==> src/rtl/spi_peripheral_if.sv <==
// Signal bundle between the SPI pins / protocol state machine and spi_peripheral.
// tx_underrun_cnt exists only when SPI_PERIPHERAL_UNDERRUN_EN is defined.
`timescale 1ns/1ps
interface spi_peripheral_if;
   logic       spi_sck;
   logic       spi_csn;
   logic       spi_sdi;
   logic       spi_sdo;
   logic [7:0] rx_data;
   logic       rx_stb;
   logic [7:0] tx_data;
   logic       tx_stb;
`ifdef SPI_PERIPHERAL_UNDERRUN_EN
   logic [7:0] tx_underrun_cnt;
`endif

   modport slave (
      input  spi_sck, spi_csn, spi_sdi, tx_data, tx_stb,
`ifdef SPI_PERIPHERAL_UNDERRUN_EN
      output tx_underrun_cnt,
`endif
      output spi_sdo, rx_data, rx_stb
   );

   modport master (
      output spi_sck, spi_csn, spi_sdi, tx_data, tx_stb,
`ifdef SPI_PERIPHERAL_UNDERRUN_EN
      input  tx_underrun_cnt,
`endif
      input  spi_sdo, rx_data, rx_stb
   );
endinterface

==> src/rtl/spi_peripheral.sv <==
// Oversampled SPI mode-0 byte target (MSB first); SCK is sampled, never used as a clock.
// Optional saturating TX underrun counter enabled by SPI_PERIPHERAL_UNDERRUN_EN.
`timescale 1ns/1ps
module spi_peripheral (
   input  logic          clk,
   input  logic          rst_n,
   spi_peripheral_if.slave bus
);

   typedef enum logic {IDLE, SHIFT} state_e;

   logic [2:0] sck_sync_q;
   logic [2:0] csn_sync_q;
   logic [1:0] sdi_sync_q;
   logic       primed_q;
   logic       armed_q;

   state_e     state_q,    state_d;
   logic [2:0] bit_cnt_q,  bit_cnt_d;
   logic [6:0] rx_shift_q, rx_shift_d;
   logic [7:0] rx_data_q,  rx_data_d;
   logic       rx_stb_q,   rx_stb_d;
   logic [7:0] tx_shift_q, tx_shift_d;
   logic [7:0] tx_hold_q,  tx_hold_d;
   logic       tx_valid_q, tx_valid_d;
   logic       reload_q,   reload_d;
`ifdef SPI_PERIPHERAL_UNDERRUN_EN
   logic [7:0] urun_cnt_q, urun_cnt_d;
`endif

   logic sck_rise, sck_fall, csn_fall, csn_rise, sdi_s, load;

   always_ff @(posedge clk or negedge rst_n) begin
      if (!rst_n) begin
         sck_sync_q <= '0;
         csn_sync_q <= '1;
         sdi_sync_q <= '0;
         primed_q   <= 1'b0;
         armed_q    <= 1'b0;
      end else begin
         sck_sync_q <= {sck_sync_q[1:0], bus.spi_sck};
         csn_sync_q <= {csn_sync_q[1:0], bus.spi_csn};
         sdi_sync_q <= {sdi_sync_q[0], bus.spi_sdi};
         primed_q   <= 1'b1;
         // Arm only after a genuinely sampled high CSn, so a CSn already low at reset release cannot start a frame
         armed_q    <= armed_q | (primed_q & csn_sync_q[0]);
      end
   end

   assign sck_rise = sck_sync_q[1] & ~sck_sync_q[2];
   assign sck_fall = ~sck_sync_q[1] & sck_sync_q[2];
   assign csn_fall = ~csn_sync_q[1] & csn_sync_q[2] & armed_q;
   assign csn_rise = csn_sync_q[1] & ~csn_sync_q[2];
   assign sdi_s    = sdi_sync_q[1];

   always_comb begin
      state_d    = state_q;
      bit_cnt_d  = bit_cnt_q;
      rx_shift_d = rx_shift_q;
      rx_data_d  = rx_data_q;
      rx_stb_d   = 1'b0;
      tx_shift_d = tx_shift_q;
      tx_hold_d  = tx_hold_q;
      tx_valid_d = tx_valid_q;
      reload_d   = reload_q;
      load       = 1'b0;
`ifdef SPI_PERIPHERAL_UNDERRUN_EN
      urun_cnt_d = urun_cnt_q;
`endif

      case (state_q)
         IDLE: begin
            if (csn_fall) begin
               state_d   = SHIFT;
               bit_cnt_d = '0;
               reload_d  = 1'b0;
               load      = 1'b1;
            end
         end
         SHIFT: begin
            if (csn_rise) begin
               state_d   = IDLE;
               bit_cnt_d = '0;
               reload_d  = 1'b0;
            end else if (sck_rise) begin
               rx_shift_d = {rx_shift_q[5:0], sdi_s};
               bit_cnt_d  = bit_cnt_q + 3'd1;
               if (bit_cnt_q == 3'd7) begin
                  rx_data_d = {rx_shift_q, sdi_s};
                  rx_stb_d  = 1'b1;
                  reload_d  = 1'b1;
               end
            end else if (sck_fall) begin
               if (reload_q) begin
                  reload_d = 1'b0;
                  load     = 1'b1;
               end else begin
                  tx_shift_d = {tx_shift_q[6:0], 1'b0};
               end
            end
         end
         default: state_d = IDLE;
      endcase

      // A tx_stb landing on the load cycle bypasses the holding register
      if (load) begin
         tx_valid_d = 1'b0;
         if (bus.tx_stb) begin
            tx_shift_d = bus.tx_data;
         end else if (tx_valid_q) begin
            tx_shift_d = tx_hold_q;
         end else begin
            tx_shift_d = '0;
`ifdef SPI_PERIPHERAL_UNDERRUN_EN
            if (urun_cnt_q != '1) urun_cnt_d = urun_cnt_q + 8'd1;
`endif
         end
      end else if (bus.tx_stb) begin
         tx_hold_d  = bus.tx_data;
         tx_valid_d = 1'b1;
      end
   end

   always_ff @(posedge clk or negedge rst_n) begin
      if (!rst_n) begin
         state_q    <= IDLE;
         bit_cnt_q  <= '0;
         rx_shift_q <= '0;
         rx_data_q  <= '0;
         rx_stb_q   <= 1'b0;
         tx_shift_q <= '0;
         tx_hold_q  <= '0;
         tx_valid_q <= 1'b0;
         reload_q   <= 1'b0;
`ifdef SPI_PERIPHERAL_UNDERRUN_EN
         urun_cnt_q <= '0;
`endif
      end else begin
         state_q    <= state_d;
         bit_cnt_q  <= bit_cnt_d;
         rx_shift_q <= rx_shift_d;
         rx_data_q  <= rx_data_d;
         rx_stb_q   <= rx_stb_d;
         tx_shift_q <= tx_shift_d;
         tx_hold_q  <= tx_hold_d;
         tx_valid_q <= tx_valid_d;
         reload_q   <= reload_d;
`ifdef SPI_PERIPHERAL_UNDERRUN_EN
         urun_cnt_q <= urun_cnt_d;
`endif
      end
   end

   assign bus.spi_sdo = (state_q == SHIFT) & tx_shift_q[7];
   assign bus.rx_data = rx_data_q;
   assign bus.rx_stb  = rx_stb_q;
`ifdef SPI_PERIPHERAL_UNDERRUN_EN
   assign bus.tx_underrun_cnt = urun_cnt_q;
`endif

endmodule

==> src/flat_wrapper.sv <==
// flat-port wrapper written by rule: the top's interface ports become plain ports
module spi_peripheral_flat 
  (clk, rst_n, bus_spi_sck, bus_spi_csn, bus_spi_sdi, bus_tx_data, bus_tx_stb, bus_spi_sdo, bus_rx_data, bus_rx_stb);
  spi_peripheral_if bus_i ();
  input  logic clk;
  input  logic rst_n;
  input wire logic [$bits(bus_i.spi_sck)-1:0] bus_spi_sck;
  input wire logic [$bits(bus_i.spi_csn)-1:0] bus_spi_csn;
  input wire logic [$bits(bus_i.spi_sdi)-1:0] bus_spi_sdi;
  input wire logic [$bits(bus_i.tx_data)-1:0] bus_tx_data;
  input wire logic [$bits(bus_i.tx_stb)-1:0] bus_tx_stb;
  output wire logic [$bits(bus_i.spi_sdo)-1:0] bus_spi_sdo;
  output wire logic [$bits(bus_i.rx_data)-1:0] bus_rx_data;
  output wire logic [$bits(bus_i.rx_stb)-1:0] bus_rx_stb;
  assign bus_i.spi_sck = bus_spi_sck;
  assign bus_i.spi_csn = bus_spi_csn;
  assign bus_i.spi_sdi = bus_spi_sdi;
  assign bus_i.tx_data = bus_tx_data;
  assign bus_i.tx_stb = bus_tx_stb;
  assign bus_spi_sdo = bus_i.spi_sdo;
  assign bus_rx_data = bus_i.rx_data;
  assign bus_rx_stb = bus_i.rx_stb;
  spi_peripheral u_core (.clk(clk), .rst_n(rst_n), .bus(bus_i));
endmodule
==> config.mk <==
export PLATFORM = sky130hd
export DESIGN_NAME = spi_peripheral_flat
export DESIGN_NICKNAME = d
export VERILOG_FILES = /design/src/rtl/spi_peripheral_if.sv /design/src/rtl/spi_peripheral.sv /design/src/flat_wrapper.sv
export SDC_FILE = /design/constraint.sdc
export NUM_CORES = 1
export LEC_CHECK = 0
export CORE_UTILIZATION = 35
export CTS_CLUSTER_SIZE = 25
export DETAILED_ROUTE_END_ITERATION = 7
export HOLD_SLACK_MARGIN = 0.05
export PLACE_DENSITY_LB_ADDON = 0.15
export SKIP_CTS_REPAIR_TIMING = 1
export SYNTH_ARGS = -nofsm -noshare
export SYNTH_HDL_FRONTEND = slang
export SYNTH_SLANG_ARGS = --single-unit
==> constraint.sdc <==
create_clock -name clk -period 2.6 [get_ports clk]
set_clock_uncertainty 0.2 [all_clocks]
set_input_delay 0.26 -clock clk [delete_from_list [all_inputs] [get_ports clk]]
set_output_delay 0.26 -clock clk [all_outputs]
set_load 0.05 [all_outputs]
==> results of run 1 <==
[final cells by class]
cell class	instances	area [sq um]
fillers	537	3100
inverters	4	15.0
repair buffers	29	273
clock inverters	3	47.5
clock buffers	5	68.8
multi-input cells	88	812
flip-flops and latches	48	1200
well taps	72	90.1
[flip-flops by register name (all words and copies together), names as in the netlist]
name	count
u_core.rx_shift_q	7
u_core.csn_sync_q	3
u_core.sck_sync_q	3
u_core.tx_shift_q	8
u_core.bus.rx_stb	1
u_core.bus.rx_data	8
u_core.tx_valid_q	1
u_core.armed_q	1
u_core.reload_q	1
u_core.state_q	1
u_core.sdi_sync_q	2
u_core.bit_cnt_q	3
u_core.primed_q	1
u_core.tx_hold_q	8
[power by group through the flow]
stage | clock (mW) | sequential, mW | combinational (mW)
after global placement | 0 | 0.950 | 0.254
after detailed placement | 0 | 0.959 | 0.266
after CTS | 0.564 | 0.945 | 0.267
after global routing | 0.597 | 0.964 | 0.290
final | 0.543 | 0.945 | 0.263
after floorplan | 0 | 0.929 | 0.199
[worst reg2reg max path, stage by stage (launching register included)]
cell,delay (ns)
dfrtp_1,0.59
and4bb_4,0.32
a41oi_4,0.36
nand2_4,0.19
mux2_4,0.33
[cells by family (layout without fill, tap and decap cells)]
group	after synthesis	in the layout	share of synthesized area, %
buf+inv	10	41	2.83
xor+xnor	1	1	0.422
fa+ha+maj	2	2	1.21
other cells	1	1	0.181
simple gates	31	31	10.9
mux	24	24	14.5
flops	48	48	58.0
compound gates	29	29	11.9
[worst paths after layout]
path,start,end,slack (ns),cells past startpoint
setup / recovery,u_core.state_q,bus_spi_sdo,0.26,2
hold / removal,u_core.sdi_sync_q[0],u_core.sdi_sync_q[1],0.16,0
setup reg to reg,u_core.state_q,u_core.tx_hold_q[7],0.50,4
hold reg to reg,u_core.sdi_sync_q[0],u_core.sdi_sync_q[1],0.16,0
max in group asynchronous,rst_n,u_core.tx_shift_q[1],1.42,3
min in group asynchronous,rst_n,u_core.primed_q,0.18,2
[through the flow]
step | cell area, sq um | setup WS, ns
global route | 2510 | 0.190
CTS | 2500 | 0.253
detailed placement | 2380 | 0.499
global placement | 2380 | 0.588
finish | 2510 | 0.259
floorplan | 2080 | 0.784
[synthesized netlist by cell type, types with 3 or more instances]
cell	instances	share of area (%)
a21oi_1	5	1.2
mux2_4	8	5.8
a22oi_1	7	2.5
and3_1	8	2.4
a211o_1	7	3.0
dfstp_2	3	3.8
nor3_1	7	1.7
inv_1	3	0.54
mux2_1	14	7.6
dfrtp_1	45	54
nand3b_1	3	1.1
[metal layers]
layer	wire, um	vias to the layer above	track usage (%)
li1	-	592	-
met1	1710	623	17.0
met2	1780	17	22.9
met3	106	7	3.79
met4	62	0	4.36
met5	0	-	0
==> metrics, run 1 <==
number of enable flip-flop cells after synthesis=0; P_sw=0.446 mW; Min Hold Slack=0.161 ns; Tmin final=2.34 ns; final WL=3650 um; Via density=4.98; CP max stage delay=0.80 ns; synthesized netlist net count=162; switching share of power=25.5%; critical path type=reg -> out; Setup TNS=0 ns; Final Max Tran Viols=0; DRT antenna net count=0; leading cell types in the layout, fill and taps excluded=45 x dfrtp_1, 22 x clkdlybuf4s50_1, 14 x mux2_1; Post-DP HPWL=2680 um; CORE AREA=5610 sq um; initial antenna violation count=0; Yosys cell types=40; TritonCTS Buffers=5; Final Cycle Share=90.0%; # DRC=0; Worst-Skew Late Latency=0.30 ns; leakage power=1.20 nW; die area=6240 sq um; Gate Count Post-Synth=146; CTS Buffer Depth=2; Post-Place Cells=240; critical path's slowest cell=clkdlybuf4s50_1; Max H-tree Level=2; maximum fanout along the worst path=12; Flop pwr share=54.0%; Crit path max-delay family=buffers and inverters; yosys warns=0; register area share after synthesis=58.0%; unrepaired setup endpoints after global routing=false; Pwr Density=698 nW/um^2; Non-Filler Instances=249; Max VDD drop=0.249 mV; gr usage total=13.7%; syn avg cell area=14.2 sq um; Primary FF master, synth=dfrtp_1; CP Buf/Inv Count=1; Synth Register Bits=48; Req. time, crit path=2.14 ns; run status=complete, no violations; CP Launch Type=flip-flop; row count=27; cell chain of the critical path=and2_1, clkdlybuf4s50_1; clock sinks=48; first-pass GRT wire length=6560 um; total power=1.75 mW; CTS tree=done; commonest non-fill, non-tap cell in the layout=dfrtp_1; CP arrival=1.88 ns; fin util=44.8%; drt wl/cell=14.7 um; clock root buffer=clkbuf_8; Final GP Congestion=0.741; ys async rst share=100%; post-synthesis cell area=2080 sq um; layout cells sized above 1=22.0%; Clock Power Share=31.0%; Logic pwr share=15.0%; Chip Width=79.0 um; final setup fails=0; Initial Util=37.0%; Tightest Pin Transition=0.505 ns; # diodes=0; 1st-iter DRT viols=42; Top Ports=24; max_cap viols=0; Internal Power=1.31 mW; Port Buffer Count=23; die height=79.0 um; Fmax=0.427 GHz; Layout Nets=192; number of iterations in the first detailed-routing pass=4; Layout area overhead=21.0%; grt ovf=0; via count=1239; pin count of the biggest net entering global routing=24; number of global-route vias before repair=1368; max_slew headroom=66.2%; Worst-path clk slew=0.09 ns; critical path capture point type=output pin; HP Class=reg -> reg; Final Hold Vio Count=0
Note: power is estimated with default switching activity, not from simulation.
==> run 2: changes to the inputs <==
--- a/config.mk
+++ b/config.mk
@@ -5,6 +5,7 @@
 export SDC_FILE = /design/constraint.sdc
 export NUM_CORES = 1
 export LEC_CHECK = 0
+export ABC_CLOCK_PERIOD_IN_PS = 2600
 export CORE_UTILIZATION = 35
 export CTS_CLUSTER_SIZE = 25
 export DETAILED_ROUTE_END_ITERATION = 7
==> results of run 2 <==
The final DEF is identical to that of run 1; final timing and power are the same.
==> run 3: changes to the inputs <==
--- a/config.mk
+++ b/config.mk
@@ -6,6 +6,7 @@
 export NUM_CORES = 1
 export LEC_CHECK = 0
 export ABC_CLOCK_PERIOD_IN_PS = 2600
+export CAP_MARGIN = 20
 export CORE_UTILIZATION = 35
 export CTS_CLUSTER_SIZE = 25
 export DETAILED_ROUTE_END_ITERATION = 7
==> results of run 3 <==
The final DEF is identical to that of run 1; final timing and power are the same.
